===== src/rtl/sign_extend_unit.sv =====
// Immediate extender: widens the instruction immediate to a datapath operand.
// Sign, zero, LUI and branch-offset modes; one registered cycle of latency.
module sign_extend_unit #(
  parameter int IN_W  = 16,
  parameter int OUT_W = 32
) (
  input  logic             clk,
  input  logic             reset,
  input  logic             in_valid,
  input  logic [1:0]       mode,
  input  logic [IN_W-1:0]  In,
  output logic [OUT_W-1:0] Out,
  output logic             out_valid
);

  localparam int EXT_W = OUT_W - IN_W;

  logic [OUT_W-1:0] sext;
  logic [OUT_W-1:0] out_d, out_q;
  logic             valid_d, valid_q;

  assign sext = {{EXT_W{In[IN_W-1]}}, In};

  always_comb begin
    out_d   = out_q;
    valid_d = in_valid;
    if (in_valid) begin
      unique case (1'b1)
        (mode == 2'b00): out_d = sext;
        (mode == 2'b01): out_d = {{EXT_W{1'b0}}, In};
        (mode == 2'b10): out_d = {In, {EXT_W{1'b0}}};
        (mode == 2'b11): out_d = {sext[OUT_W-3:0], 2'b00};
      endcase
    end
  end

  always_ff @(posedge clk) begin
    if (reset) begin
      out_q   <= '0;
      valid_q <= 1'b0;
    end else begin
      out_q   <= out_d;
      valid_q <= valid_d;
    end
  end

  assign Out       = out_q;
  assign out_valid = valid_q;

endmodule


===== config.mk =====
export PLATFORM = sky130hd
export DESIGN_NAME = sign_extend_unit
export DESIGN_NICKNAME = d
export VERILOG_FILES = /design/src/rtl/sign_extend_unit.sv
export SDC_FILE = /design/constraint.sdc
export NUM_CORES = 1
export LEC_CHECK = 0
export ABC_AREA = 1
export CORE_MARGIN = 10
export CORE_UTILIZATION = 42
export CTS_BUF_LIST = sky130_fd_sc_hd__clkbuf_8
export DETAILED_ROUTE_END_ITERATION = 10
export GPL_TIMING_DRIVEN = 0
export HOLD_SLACK_MARGIN = 0.05
export PLACE_DENSITY_LB_ADDON = 0.08
export SYNTH_ARGS = -nofsm -noshare
export SYNTH_HDL_FRONTEND = slang
export SYNTH_SLANG_ARGS = --single-unit
export TNS_END_PERCENT = 5

===== constraint.sdc =====
create_clock -name clk -period 0.8 [get_ports clk]
set_input_delay 0.08 -clock clk [delete_from_list [all_inputs] [get_ports clk]]
set_output_delay 0.08 -clock clk [all_outputs]
set_load 0.01 [all_outputs]

Word-level counts from Yosys, hierarchy flattened
Cells that the tools add are included.
W data, S select, Z words.
- flip-flop bits (word level): 33
- equality and inequality tests: 3
- mux-type cells: 1
- reduce and logical (&&, ||, !) cells: 1
- operator list (operator ; number):
    $pmux W32 S4 ; 1
    $eq A2 B2 Y1 const B ; 2
    $eq A2 B1 Y1 const B ; 1
    $logic_not A2 Y1 ; 1

Logic depth before layout (Yosys ltp)
- depth after elaboration: 2
- depth in mapped cells: 8

Worst setup path after synthesis
Ideal clock, no wire load.
- path kind: input to register
- start point: in mode[1]
- end point: reg out_q[10], in the netlist Out[10]
- stages: 7
- arrival: 0.689 ns
- buffers on the path: 2
- setup slack: 0.053 ns
- path through: buf_4 > nor2_8 > buf_6 > nand2_1 > nand2_1 > nand2_1 > nand2_1
- longest elaborated chain between the ends: 2
- elaborated cells on any way between the ends: 5
- ends and longest elaborated chain (what ; line ; text):
    start, declared ; 10 ; input logic [1:0] mode,
    $eq A2 B2 Y1 (tied with other cells) ; 32 ; (mode == 2'b11): out_d = {sext[OUT_W-3:0], 2'b00};
    $pmux W32 S4 (*) ; 28 ; unique case (1'b1)
    end signal, assigned ; 42 ; out_q <= out_d;
    end, declared ; 19 ; logic [OUT_W-1:0] out_d, out_q;
Mark *: on every way between the ends. The rest lies on a longest branch, timed or not.
A chain may end at the register's enable or synchronous reset.

Worst setup path in the final report
- start point: reg out_q[3], in the netlist Out[3]
- end point: out Out[3]
- RTL lines (what ; line ; text):
    end, declared ; 12 ; output logic [OUT_W-1:0] Out,
No word-level cell between the ends.

==> flow_metrics.py <==
metrics = {
    "worst_hold_path": {
        "min-delay-path-class": "input port to register",
        "hold_path.startpoint": "in_valid",
        "hold-path-endpoint": "out_valid$_SDFF_PP0_",
        "min_path_cells": 3,
    },
    "timing": {
        "fin_setup_tns_ns": -0.0756,
        "hold_viol": 0,
        "min_period_over_period_pct": 102,
        "worstMarginPinSlew_ns": 0.220,
        "slew_viol_final": 0,
        "worst_slew_margin_rel_pct": 85.2,
        "hold_ws_ns": 0.0807,
        "timing.final.ws_setup_ns": -0.0125,
        "setup_viol_count_final": 19,
        "period_minus_slack_ns": 0.813,
        "clock_skew_ns": 0,
        "grt_setup_unrepaired": "true",
        "clock.fmax_mhz": 1230,
    },
    "setup_path": {
        "reg2reg_slack_ns": 0.11,
        "cp_slowest_cell": "sky130_fd_sc_hd__dfxtp_2",
        "path_max_fanout": 2,
        "reg2regPathDepth": 2,
        "worst_setup_path_end_kind": "output port",
        "timing.critical_path.slowest_cell_delay_ns": 0.33,
        "top_delay_family_on_crit_path": "flip-flops",
        "worstPathCellList": "buf_6",
        "crit_required_ns": 0.72,
        "critical_path_launch_point_type": "register",
        "timing_worst_setup_path_type": "register to output port",
        "crit_buf_inv": 1,
        "critical_path.reg2reg.endpoint": "Out[19]$_SDFFE_PP0P_",
        "reg2reg_from": "Out[19]$_SDFFE_PP0P_",
        "worst-endpoint-arrival_ns": 0.73,
    },
    "synthesis": {
        "synth.ff_latch_count": 33,
        "muxShareOfSynthArea_pct": 0,
        "largest_family_of_logic_cells_by_synthesized_area": "simple AND/OR/NAND/NOR gates",
        "post_synth_xor_area_fraction_pct": 0,
        "synth-simple-area-share_pct": 33.5,
        "ys_types": 22,
        "postSynthAreaPerCell_sq_um": 7.04,
        "synthesis.nets": 247,
        "synth_compound_gate_area_share_pct": 13.8,
        "synth_cells": 226,
        "yosysWarnings": 0,
        "syn_area_sq_um": 1590,
        "synth-adder-area-share_pct": 0,
        "synth_seq_area_share_pct": 41.5,
    },
    "floorplan": {
        "chipHeight_um": 81.5,
        "starting_density_of_the_core_pct": 43.4,
        "standard_cell_core_area_sq_um": 3660,
        "core.rowCount": 22,
        "ioPinCount": 54,
        "die-area_sq_um": 6650,
        "fp.dieW_um": 81.5,
    },
    "detailed_routing": {
        "drtPass1Iterations": 4,
        "final_antenna_violating_net_count": 0,
        "route.vias.total": 1665,
        "drt_drc_violations_left": 0,
        "drt-initial-drc-count": 124,
        "wl_um": 4550,
        "avgRoutedWirePerCell_um": 13.3,
        "via_per_inst": 4.88,
    },
    "clocking": {
        "cts-htree-levels": 2,
        "cts_hold_buf": 0,
        "clk_pin_slew_worst_paths_ns": 0.06,
        "clk_root_buffer_cell": "sky130_fd_sc_hd__clkbuf_8",
        "tritoncts_clock_tree": "done",
        "tritoncts_buffers": 5,
        "ctsLongestPathBuffers": 2,
        "tritoncts_num_sinks": 33,
        "clk_latency_ns": 0.28,
    },
    "pwr": {
        "leakagePower_nw": 1.22,
        "power.total_w": 0.00386,
        "areal_power_density_over_the_cells_nw_per_um2": 1610,
        "peakVddDrop_mv": 0.830,
    },
    "outcome": {
        "failed_checks": "setup timing",
        "result_of_the_run": "complete, but fails checks",
    },
    "cells_and_area": {
        "layout-drive-gt1-share_pct": 38.9,
        "fillerInstances": 377,
        "nets": 313,
        "layout.cells.most_common_list": "101 x sky130_fd_sc_hd__nand2_1, 40 x sky130_fd_sc_hd__buf_6, 32 x sky130_fd_sc_hd__dfxtp_2, 18 x sky130_fd_sc_hd__inv_1",
        "final_util_pct": 65.4,
        "number_of_diodes_added_for_antenna_fixing": 0,
        "syn2layout_area_growth_pct": 50.7,
        "layout_commonest_cell": "sky130_fd_sc_hd__nand2_1",
    },
    "grt": {
        "global_route.overflow_total": 0,
        "global_route.usage.total_pct": 14.6,
        "grt_start_max_net_pins": 11,
        "grt_antenna_before_repair": 0,
        "via_count_of_the_first_global_routing_pass": 1656,
        "grt_pass1_wl_um": 7650,
    },
    "placement": {
        "hpwl_dp_um": 3280,
        "place.port_buffers": 52,
        "place_congestion": 0.797,
        "dpl_worst_slack_ns": -0.559,
    },
    "job": {
        "max_cap_violations": 0,
    },
}
[cells in the mapped netlist]
cell | n | area [sq um]
sky130_fd_sc_hd__nand3_1 | 16 | 80.1
sky130_fd_sc_hd__nor2_8 | 1 | 20.0
sky130_fd_sc_hd__a21oi_1 | 8 | 40.0
sky130_fd_sc_hd__nor2_1 | 1 | 3.75
sky130_fd_sc_hd__buf_2 | 4 | 20.0
sky130_fd_sc_hd__nor3_4 | 1 | 16.3
sky130_fd_sc_hd__nand2_1 | 102 | 383
sky130_fd_sc_hd__buf_4 | 2 | 15.0
sky130_fd_sc_hd__nand3_4 | 1 | 17.5
sky130_fd_sc_hd__a31oi_1 | 1 | 6.26
sky130_fd_sc_hd__inv_4 | 1 | 6.26
sky130_fd_sc_hd__a21oi_2 | 10 | 87.6
sky130_fd_sc_hd__clkbuf_1 | 1 | 3.75
sky130_fd_sc_hd__buf_6 | 5 | 56.3
sky130_fd_sc_hd__buf_1 | 1 | 3.75
sky130_fd_sc_hd__inv_2 | 2 | 7.51
sky130_fd_sc_hd__o21ai_0 | 16 | 80.1
sky130_fd_sc_hd__dfxtp_1 | 33 | 661
sky130_fd_sc_hd__clkbuf_2 | 1 | 5.00
sky130_fd_sc_hd__inv_1 | 16 | 60.1
sky130_fd_sc_hd__o21ai_1 | 1 | 5.00
sky130_fd_sc_hd__nand2_2 | 2 | 12.5
[sequential cells by signal (all words and copies together) (netlist names)]
name,count
Out,32
out_valid,1
[worst max path at each step]
stage | startpoint | end | cells past startpoint
finish | Out[3]$_SDFFE_PP0P_ | Out[3] | 1
global route | Out[13]$_SDFFE_PP0P_ | Out[13] | 1
CTS | Out[7]$_SDFFE_PP0P_ | Out[7] | 1
detailed placement | reset | Out[26]$_SDFFE_PP0P_ | 5
global placement | reset | Out[22]$_SDFFE_PP0P_ | 5
floorplan | mode[1] | Out[10]$_SDFFE_PP0P_ | 7
[where the power goes]
part | switching, W | internal, W | total, W | leakage [nW]
sequential | 0.0000695 | 0.00177 | 0.00184 | 0.284
clock | 0.000581 | 0.000579 | 0.00116 | 0.0519
combinational | 0.000422 | 0.000436 | 0.000859 | 0.886
[per-stage QoR]
step	instance area (sq um)	cells
6_report	2400	341
5_1_grt	2400	341
4_1_cts	2340	339
3_5_place_dp	2170	326
3_3_place_gp	2170	326
2_1_floorplan	1590	226
[cell families after synthesis]
kind of cell / Yosys count
simple gates: 124
compound gates: 36
flops: 33
buf+inv: 33
[per-layer routing]
metal	track usage [%]	vias to the layer above	part of all wire [%]
li1	-	842	-
met1	16.9	766	43
met2	23.1	51	46
met3	6.55	6	9.5
met4	5.71	0	1.3
met5	0	-	0
[repair_timing]
action                                  4_1_cts  5_1_grt
endpoints found under the setup margin       65       59
pin swaps                                     1        2
setup buffers                                 2        2
gates resized for setup                     198       20
gates cloned                                  3        0
[cell type report]
class	instances	area (sq um)	area share, %
Multi-Input combinational cell	160	758	31.6
Sequential cell	33	701	29.2
Timing Repair Buffer	59	603	25.2
Buffer	14	118	4.91
Inverter	19	76.3	3.19
Clock buffer	5	68.8	2.87
Tap cell	48	60.1	2.51
Clock inverter	3	11.3	0.470
No activity file was read; power rests on OpenSTA's default activity.
